**src/rtl/wb_rom_arb2_if.sv**
```systemverilog
// Wishbone signal bundle between two masters, the arbiter and the boot ROM.
// The arbiter uses the slave modport; the environment driving the masters and ROM uses master.
`timescale 1ns/1ps
interface wb_rom_arb2_if #(
  parameter int AW = 32
);
  logic          m0_cyc_i, m0_stb_i, m0_we_i;
  logic [AW-1:0] m0_adr_i;
  logic [15:0]   m0_dat_i;
  logic [1:0]    m0_sel_i;
  logic [15:0]   m0_dat_o;
  logic          m0_ack_o, m0_err_o;

  logic          m1_cyc_i, m1_stb_i, m1_we_i;
  logic [AW-1:0] m1_adr_i;
  logic [15:0]   m1_dat_i;
  logic [1:0]    m1_sel_i;
  logic [15:0]   m1_dat_o;
  logic          m1_ack_o, m1_err_o;

  logic          s_cyc_o, s_stb_o, s_we_o;
  logic [AW-1:0] s_adr_o;
  logic [15:0]   s_dat_o;
  logic [1:0]    s_sel_o;
  logic [15:0]   s_dat_i;
  logic          s_ack_i;

  modport slave (
    input  m0_cyc_i, m0_stb_i, m0_we_i, m0_adr_i, m0_dat_i, m0_sel_i,
    input  m1_cyc_i, m1_stb_i, m1_we_i, m1_adr_i, m1_dat_i, m1_sel_i,
    input  s_dat_i, s_ack_i,
    output m0_dat_o, m0_ack_o, m0_err_o,
    output m1_dat_o, m1_ack_o, m1_err_o,
    output s_cyc_o, s_stb_o, s_we_o, s_adr_o, s_dat_o, s_sel_o
  );

  modport master (
    output m0_cyc_i, m0_stb_i, m0_we_i, m0_adr_i, m0_dat_i, m0_sel_i,
    output m1_cyc_i, m1_stb_i, m1_we_i, m1_adr_i, m1_dat_i, m1_sel_i,
    output s_dat_i, s_ack_i,
    input  m0_dat_o, m0_ack_o, m0_err_o,
    input  m1_dat_o, m1_ack_o, m1_err_o,
    input  s_cyc_o, s_stb_o, s_we_o, s_adr_o, s_dat_o, s_sel_o
  );
endinterface

```
**src/rtl/wb_rom_arb2.sv**
```systemverilog
// Two-master Wishbone arbiter in front of the boot ROM, with an ack watchdog.
// Define WB_ROM_ARB_RR_EN for round-robin tie-breaking; otherwise master 0 wins ties.
//
// state | meaning
// IDLE  | no owner, slave side held quiet
// OWN0  | master 0 owns the ROM
// OWN1  | master 1 owns the ROM
// ERR   | watchdog expired, one-cycle err to the last owner
`timescale 1ns/1ps
module wb_rom_arb2 #(
  parameter int TIMEOUT = 16,
  parameter int AW      = 32
) (
  input  logic         clk_i,
  input  logic         rst_n_i,
  wb_rom_arb2_if.slave bus
);
  typedef enum logic [1:0] {IDLE, OWN0, OWN1, ERR} state_t;

  localparam logic [7:0] WDOG_TRIP = 8'(TIMEOUT - 1);

  state_t        r_state, w_state_nxt;
  logic [7:0]    r_wdog, w_wdog_nxt, w_wdog_inc;
  logic          r_last_grant, w_last_grant_nxt;
  logic          w_tie_pick1, w_own_cyc, w_own_stb;
  logic [AW-1:0] w_adr;

`ifdef WB_ROM_ARB_RR_EN
  assign w_tie_pick1 = ~r_last_grant;
`else
  assign w_tie_pick1 = 1'b0;
`endif

  assign w_own_cyc = (r_state == OWN1) ? bus.m1_cyc_i : bus.m0_cyc_i;
  assign w_own_stb = (r_state == OWN1) ? bus.m1_stb_i : bus.m0_stb_i;
  assign w_wdog_inc = r_wdog + 8'd1;

  always_ff @(posedge clk_i or negedge rst_n_i) begin
    if (!rst_n_i) begin
      r_state      <= IDLE;
      r_wdog       <= '0;
      r_last_grant <= 1'b1;
    end else begin
      r_state      <= w_state_nxt;
      r_wdog       <= w_wdog_nxt;
      r_last_grant <= w_last_grant_nxt;
    end
  end

  always_comb begin
    w_state_nxt      = r_state;
    w_wdog_nxt       = r_wdog;
    w_last_grant_nxt = r_last_grant;
    case (r_state)
      IDLE: begin
        w_wdog_nxt = '0;
        if (bus.m0_cyc_i && bus.m1_cyc_i) begin
          w_state_nxt      = w_tie_pick1 ? OWN1 : OWN0;
          w_last_grant_nxt = w_tie_pick1;
        end else if (bus.m0_cyc_i) begin
          w_state_nxt      = OWN0;
          w_last_grant_nxt = 1'b0;
        end else if (bus.m1_cyc_i) begin
          w_state_nxt      = OWN1;
          w_last_grant_nxt = 1'b1;
        end
      end
      OWN0, OWN1: begin
        if (!w_own_cyc) begin
          w_state_nxt = IDLE;
          w_wdog_nxt  = '0;
        end else if (bus.s_ack_i) begin
          // an ack in the trip cycle still completes the beat
          w_wdog_nxt = '0;
        end else if (w_own_stb) begin
          w_wdog_nxt = w_wdog_inc;
          if (w_wdog_inc == WDOG_TRIP) w_state_nxt = ERR;
        end
      end
      ERR: begin
        w_state_nxt = IDLE;
        w_wdog_nxt  = '0;
      end
      default: w_state_nxt = IDLE;
    endcase
  end

  always_comb begin
    bus.s_cyc_o  = 1'b0;
    bus.s_stb_o  = 1'b0;
    bus.s_we_o   = 1'b0;
    w_adr        = '0;
    bus.s_dat_o  = '0;
    bus.s_sel_o  = '0;
    bus.m0_ack_o = 1'b0;
    bus.m1_ack_o = 1'b0;
    bus.m0_err_o = 1'b0;
    bus.m1_err_o = 1'b0;
    case (r_state)
      OWN0: begin
        bus.s_cyc_o  = bus.m0_cyc_i;
        bus.s_stb_o  = bus.m0_stb_i;
        bus.s_we_o   = bus.m0_we_i;
        w_adr        = bus.m0_adr_i;
        bus.s_dat_o  = bus.m0_dat_i;
        bus.s_sel_o  = bus.m0_sel_i;
        bus.m0_ack_o = bus.s_ack_i;
      end
      OWN1: begin
        bus.s_cyc_o  = bus.m1_cyc_i;
        bus.s_stb_o  = bus.m1_stb_i;
        bus.s_we_o   = bus.m1_we_i;
        w_adr        = bus.m1_adr_i;
        bus.s_dat_o  = bus.m1_dat_i;
        bus.s_sel_o  = bus.m1_sel_i;
        bus.m1_ack_o = bus.s_ack_i;
      end
      ERR: begin
        bus.m0_err_o = ~r_last_grant;
        bus.m1_err_o = r_last_grant;
      end
      default: ;
    endcase
  end

  assign bus.s_adr_o = w_adr;

  // read data is shared; zeroed in reset so every output is quiet
  assign bus.m0_dat_o = rst_n_i ? bus.s_dat_i : 16'h0000;
  assign bus.m1_dat_o = rst_n_i ? bus.s_dat_i : 16'h0000;
endmodule
```
**src/flat_wrapper.sv**
```systemverilog
// flat-port wrapper written by rule: the top's interface ports become plain ports
module wb_rom_arb2_flat 
#(
  parameter int TIMEOUT = 16,
  parameter int AW      = 32
)
  (clk_i, rst_n_i, bus_m0_cyc_i, bus_m0_stb_i, bus_m0_we_i, bus_m0_adr_i, bus_m0_dat_i, bus_m0_sel_i, bus_m1_cyc_i, bus_m1_stb_i, bus_m1_we_i, bus_m1_adr_i, bus_m1_dat_i, bus_m1_sel_i, bus_s_dat_i, bus_s_ack_i, bus_m0_dat_o, bus_m0_ack_o, bus_m0_err_o, bus_m1_dat_o, bus_m1_ack_o, bus_m1_err_o, bus_s_cyc_o, bus_s_stb_o, bus_s_we_o, bus_s_adr_o, bus_s_dat_o, bus_s_sel_o);
  wb_rom_arb2_if #(.AW(AW)) bus_i ();
  input  logic clk_i;
  input  logic rst_n_i;
  input wire logic [$bits(bus_i.m0_cyc_i)-1:0] bus_m0_cyc_i;
  input wire logic [$bits(bus_i.m0_stb_i)-1:0] bus_m0_stb_i;
  input wire logic [$bits(bus_i.m0_we_i)-1:0] bus_m0_we_i;
  input wire logic [$bits(bus_i.m0_adr_i)-1:0] bus_m0_adr_i;
  input wire logic [$bits(bus_i.m0_dat_i)-1:0] bus_m0_dat_i;
  input wire logic [$bits(bus_i.m0_sel_i)-1:0] bus_m0_sel_i;
  input wire logic [$bits(bus_i.m1_cyc_i)-1:0] bus_m1_cyc_i;
  input wire logic [$bits(bus_i.m1_stb_i)-1:0] bus_m1_stb_i;
  input wire logic [$bits(bus_i.m1_we_i)-1:0] bus_m1_we_i;
  input wire logic [$bits(bus_i.m1_adr_i)-1:0] bus_m1_adr_i;
  input wire logic [$bits(bus_i.m1_dat_i)-1:0] bus_m1_dat_i;
  input wire logic [$bits(bus_i.m1_sel_i)-1:0] bus_m1_sel_i;
  input wire logic [$bits(bus_i.s_dat_i)-1:0] bus_s_dat_i;
  input wire logic [$bits(bus_i.s_ack_i)-1:0] bus_s_ack_i;
  output wire logic [$bits(bus_i.m0_dat_o)-1:0] bus_m0_dat_o;
  output wire logic [$bits(bus_i.m0_ack_o)-1:0] bus_m0_ack_o;
  output wire logic [$bits(bus_i.m0_err_o)-1:0] bus_m0_err_o;
  output wire logic [$bits(bus_i.m1_dat_o)-1:0] bus_m1_dat_o;
  output wire logic [$bits(bus_i.m1_ack_o)-1:0] bus_m1_ack_o;
  output wire logic [$bits(bus_i.m1_err_o)-1:0] bus_m1_err_o;
  output wire logic [$bits(bus_i.s_cyc_o)-1:0] bus_s_cyc_o;
  output wire logic [$bits(bus_i.s_stb_o)-1:0] bus_s_stb_o;
  output wire logic [$bits(bus_i.s_we_o)-1:0] bus_s_we_o;
  output wire logic [$bits(bus_i.s_adr_o)-1:0] bus_s_adr_o;
  output wire logic [$bits(bus_i.s_dat_o)-1:0] bus_s_dat_o;
  output wire logic [$bits(bus_i.s_sel_o)-1:0] bus_s_sel_o;
  assign bus_i.m0_cyc_i = bus_m0_cyc_i;
  assign bus_i.m0_stb_i = bus_m0_stb_i;
  assign bus_i.m0_we_i = bus_m0_we_i;
  assign bus_i.m0_adr_i = bus_m0_adr_i;
  assign bus_i.m0_dat_i = bus_m0_dat_i;
  assign bus_i.m0_sel_i = bus_m0_sel_i;
  assign bus_i.m1_cyc_i = bus_m1_cyc_i;
  assign bus_i.m1_stb_i = bus_m1_stb_i;
  assign bus_i.m1_we_i = bus_m1_we_i;
  assign bus_i.m1_adr_i = bus_m1_adr_i;
  assign bus_i.m1_dat_i = bus_m1_dat_i;
  assign bus_i.m1_sel_i = bus_m1_sel_i;
  assign bus_i.s_dat_i = bus_s_dat_i;
  assign bus_i.s_ack_i = bus_s_ack_i;
  assign bus_m0_dat_o = bus_i.m0_dat_o;
  assign bus_m0_ack_o = bus_i.m0_ack_o;
  assign bus_m0_err_o = bus_i.m0_err_o;
  assign bus_m1_dat_o = bus_i.m1_dat_o;
  assign bus_m1_ack_o = bus_i.m1_ack_o;
  assign bus_m1_err_o = bus_i.m1_err_o;
  assign bus_s_cyc_o = bus_i.s_cyc_o;
  assign bus_s_stb_o = bus_i.s_stb_o;
  assign bus_s_we_o = bus_i.s_we_o;
  assign bus_s_adr_o = bus_i.s_adr_o;
  assign bus_s_dat_o = bus_i.s_dat_o;
  assign bus_s_sel_o = bus_i.s_sel_o;
  wb_rom_arb2 #(.TIMEOUT(TIMEOUT), .AW(AW)) u_core (.clk_i(clk_i), .rst_n_i(rst_n_i), .bus(bus_i));
endmodule
```
**config.mk**
```make
export PLATFORM = sky130hd
export DESIGN_NAME = wb_rom_arb2_flat
export DESIGN_NICKNAME = d
export VERILOG_FILES = /design/src/rtl/wb_rom_arb2_if.sv /design/src/rtl/wb_rom_arb2.sv /design/src/flat_wrapper.sv
export SDC_FILE = /design/constraint.sdc
export NUM_CORES = 1
export LEC_CHECK = 0
export ABC_AREA = 0
export CORE_AREA = 2 2 68 119
export DETAILED_ROUTE_END_ITERATION = 16
export DIE_AREA = 0 0 70 121
export PLACE_DENSITY = 0.86
export SLEW_MARGIN = 20
export SYNTH_ARGS = -nofsm -noshare
export SYNTH_HDL_FRONTEND = slang
export SYNTH_SLANG_ARGS = --single-unit
```
**constraint.sdc**
```tcl
create_clock -name clk_i -period 1.69 [get_ports clk_i]
set_input_delay 0.338 -clock clk_i [delete_from_list [all_inputs] [get_ports clk_i]]
set_output_delay 0.338 -clock clk_i [all_outputs]
set_load 0.1 [all_outputs]
```
==> results.md <==
* CTS hold repair buffers at 0
* Antenna Nets Post-Route at 0
* Initial antenna violation count at 0
* Non-Filler Instances at 558
* CP Launch Type: register
* Total Power at 13.0 mW
* Violated checks: negative setup slack
* Wirelength per Cell at 21.1 um
* Yosys reg bits at 11
* Syn-to-layout area delta at 230%
* Number of synthesized flops with an enable pin at 0
* Cell variety after synth at 34
* Pleak at 2.41 nW
* Setup ws final at -0.333 ns
* Worst-margin pin slew at 0.330 ns
* Post-Syn Area at 1840 um2
* Final core occ at 81.3%
* Total Wirelength at 11800 um
* Crit-path cells: inv_4 > ha_4 > buf_12 > a22oi_1 > nor2b_4 > buf_12
* Ys async rst share at 100%
* Clock Skew at 0.000451 ns
* Die ar. at 8470 um2
* Setup TNS at -19.11 ns
* Post-DP HPWL at 8320 um
* Drt pass-1 iters at 5
* CP dominant cell by count: buf_12
* Min Hold Slack at 0.240 ns
* RSZ-0062 raised after global routing: true
* Port buffer count at 213
* Yosys top cell area share at 21.6%
* Rel. slew slack at 78.0%
* Residual DRC at 0
* GP Congestion at 0.930
* CTS tree: built
* Worst Hold Class: input port to async pin
* # setup viols final at 67
* CP max-delay cell: dfrtp_2
* Core area at 7460 um2
* PD cells at 2140 nW/um2
* CTS Root Cell: clkbuf_16
* Worst EP required at 1.35 ns
* Crit path largest cell delay at 0.46 ns
* # H-tree levels at 1
* Placed insts at 540
* Synth top area cells: a22oi_1, nor2b_1, dfrtp_1
* Most common cell after layout, fill and taps aside: clkdlybuf4s50_1
* Most used DFF post-synth: dfrtp_1
* All-Layer GR Usage at 24.7%
* Std cell rows at 42
* Max VDD drop at 1.34 mV
* Achievable clock frequency at 494 MHz
* Clock Latency Late Sink at 0.24 ns
* Gr ovfl total at 0
* Synthesis warning total at 0
* Reg2reg start: u_core.r_state[0]$_DFFE_PN0P_
* # diodes at 0
* Vias per cell at 5.32
* # IOs at 214
* Synth Area per Inst at 7.36 um2
* Post-synthesis sequential area ratio at 15.0%
* CTS sink count at 11
* Crit path arrival time at 1.68 ns
* Cell taking the most area after synthesis: a22oi_1
* Placed cell area at 5510 um2
* Initial DRC count at 143
* Die X at 70 um
* Max-slew violations at 0
* Vias in the first global route at 3124
* Largest net degree at the start of global routing at 26
* Final period util at 120%
* Fin. Hold Viols at 0
* Layout cells sized above 1 at 56.6%
* Clk pin slew, worst setup/hold paths at 0.04 ns
* Commonest cells after routing, fill and taps aside: clkdlybuf4s50_1, buf_12, nor2b_4, a22oi_2, buf_4
* Status: finished with violations
* Number of buffers created by CTS at 3
* Die height at 121 um
* Initial core utilization at 24.6%
* Syn_nets at 381
* Pre-CTS setup slack at -0.370 ns
* Cell area after layout at 6070 um2
* Critical Path Source: u_core.r_state[1]$_DFFE_PN0P_
* Kind of end point of the critical path: output pin
* Final nets at 602
* Cell count after synthesis at 250
* CP Class: register to output pin
* Max-cap violations at 0
* Vias after detailed routing at 2971
* Clk buf depth at 2
* First-pass GRT wire length at 16700 um
* Tmin final at 2.02 ns
* Largest fanout on the critical path at 13
layout make-up:
type	instances	area, um2
timing repair buffer	254	3530
tap	88	110
sequential	11	279
fill	406	1390
inverter	3	16.3
clock buffer	4	78.8
multi-input combinational	198	2060
state kept, by name, indices dropped and copies added (netlist names):
name and cells:
u_core.r_last_grant 1, u_core.r_state 2, u_core.r_wdog 8
final timing paths:
path | end | slack [ns] | depth (start not counted)
max in group asynchronous | u_core.r_last_grant$_DFFE_PN1P_ | 1.22 | 2
min | u_core.r_wdog[5]$_DFFE_PN0P_ | 0.24 | 2
max reg2reg | u_core.r_wdog[4]$_DFFE_PN0P_ | -0.32 | 9
min reg2reg | u_core.r_wdog[7]$_DFFE_PN0P_ | 0.58 | 2
min in group clk_i | u_core.r_wdog[7]$_DFFE_PN0P_ | 0.58 | 2
max | bus_s_adr_o[25] | -0.33 | 6
what timing repair did:
| item | 4_1_cts | 5_1_grt |
|---|---|---|
| resized for setup | 49 | 30 |
| setup endpoints to repair | 97 | 67 |
| buffers inserted | 4 | 4 |
| pin swaps | 2 | 11 |
| cloned | 2 | 5 |
worst max-delay path: cells and delay by family (launching register included):
| kind | cells | cell delay (ns) |
|---|---|---|
| flip-flops | 1 | 0.46 |
| buffers and inverters | 3 | 0.46 |
| adder cells (fa/ha/maj) | 1 | 0.25 |
| AND/OR/NAND/NOR | 1 | 0.15 |
| AO/OA/AOI/OAI | 1 | 0.11 |
cell families (layout without fill, tap and decap cells):
group | Yosys count | in the layout | synth area share (%)
AOI/OAI and AO/OA | 79 | 79 | 30.0
xor gates and xnor gates | 3 | 3 | 1.43
adders and majority gates | 6 | 6 | 4.08
buffers and inverters | 41 | 261 | 12.2
DFF | 11 | 11 | 15.0
muxes | 2 | 2 | 1.22
and+or+nand+nor | 108 | 108 | 36.1
power breakdown:
part           internal [mW]  switching (mW)  leakage, nW
combinational           5.13            7.02         2.23
sequential             0.319          0.0771        0.144
clock                  0.318           0.129       0.0382
total                   5.77            7.23         2.41
cells in the mapped netlist (5+ instances only):
cell type	count
and2_1	20
nand2_1	11
clkbuf_1	13
nor2_1	7
nor2b_1	55
a22oi_1	53
buf_4	18
dfrtp_1	10
ha_1	6
a21oi_1	6
o21ai_0	11
buf_1	5
routing by layer:
layer | global-route usage, % | vias to the layer above | wire length, um
met1 | 24.2 | 1406 | 3550
met5 | 0 | - | 0
met2 | 50.5 | 207 | 6830
met3 | 5.40 | 40 | 978
met4 | 5.89 | 0 | 437
li1 | - | 1318 | -
No activity file was read; power rests on OpenSTA's default activity.
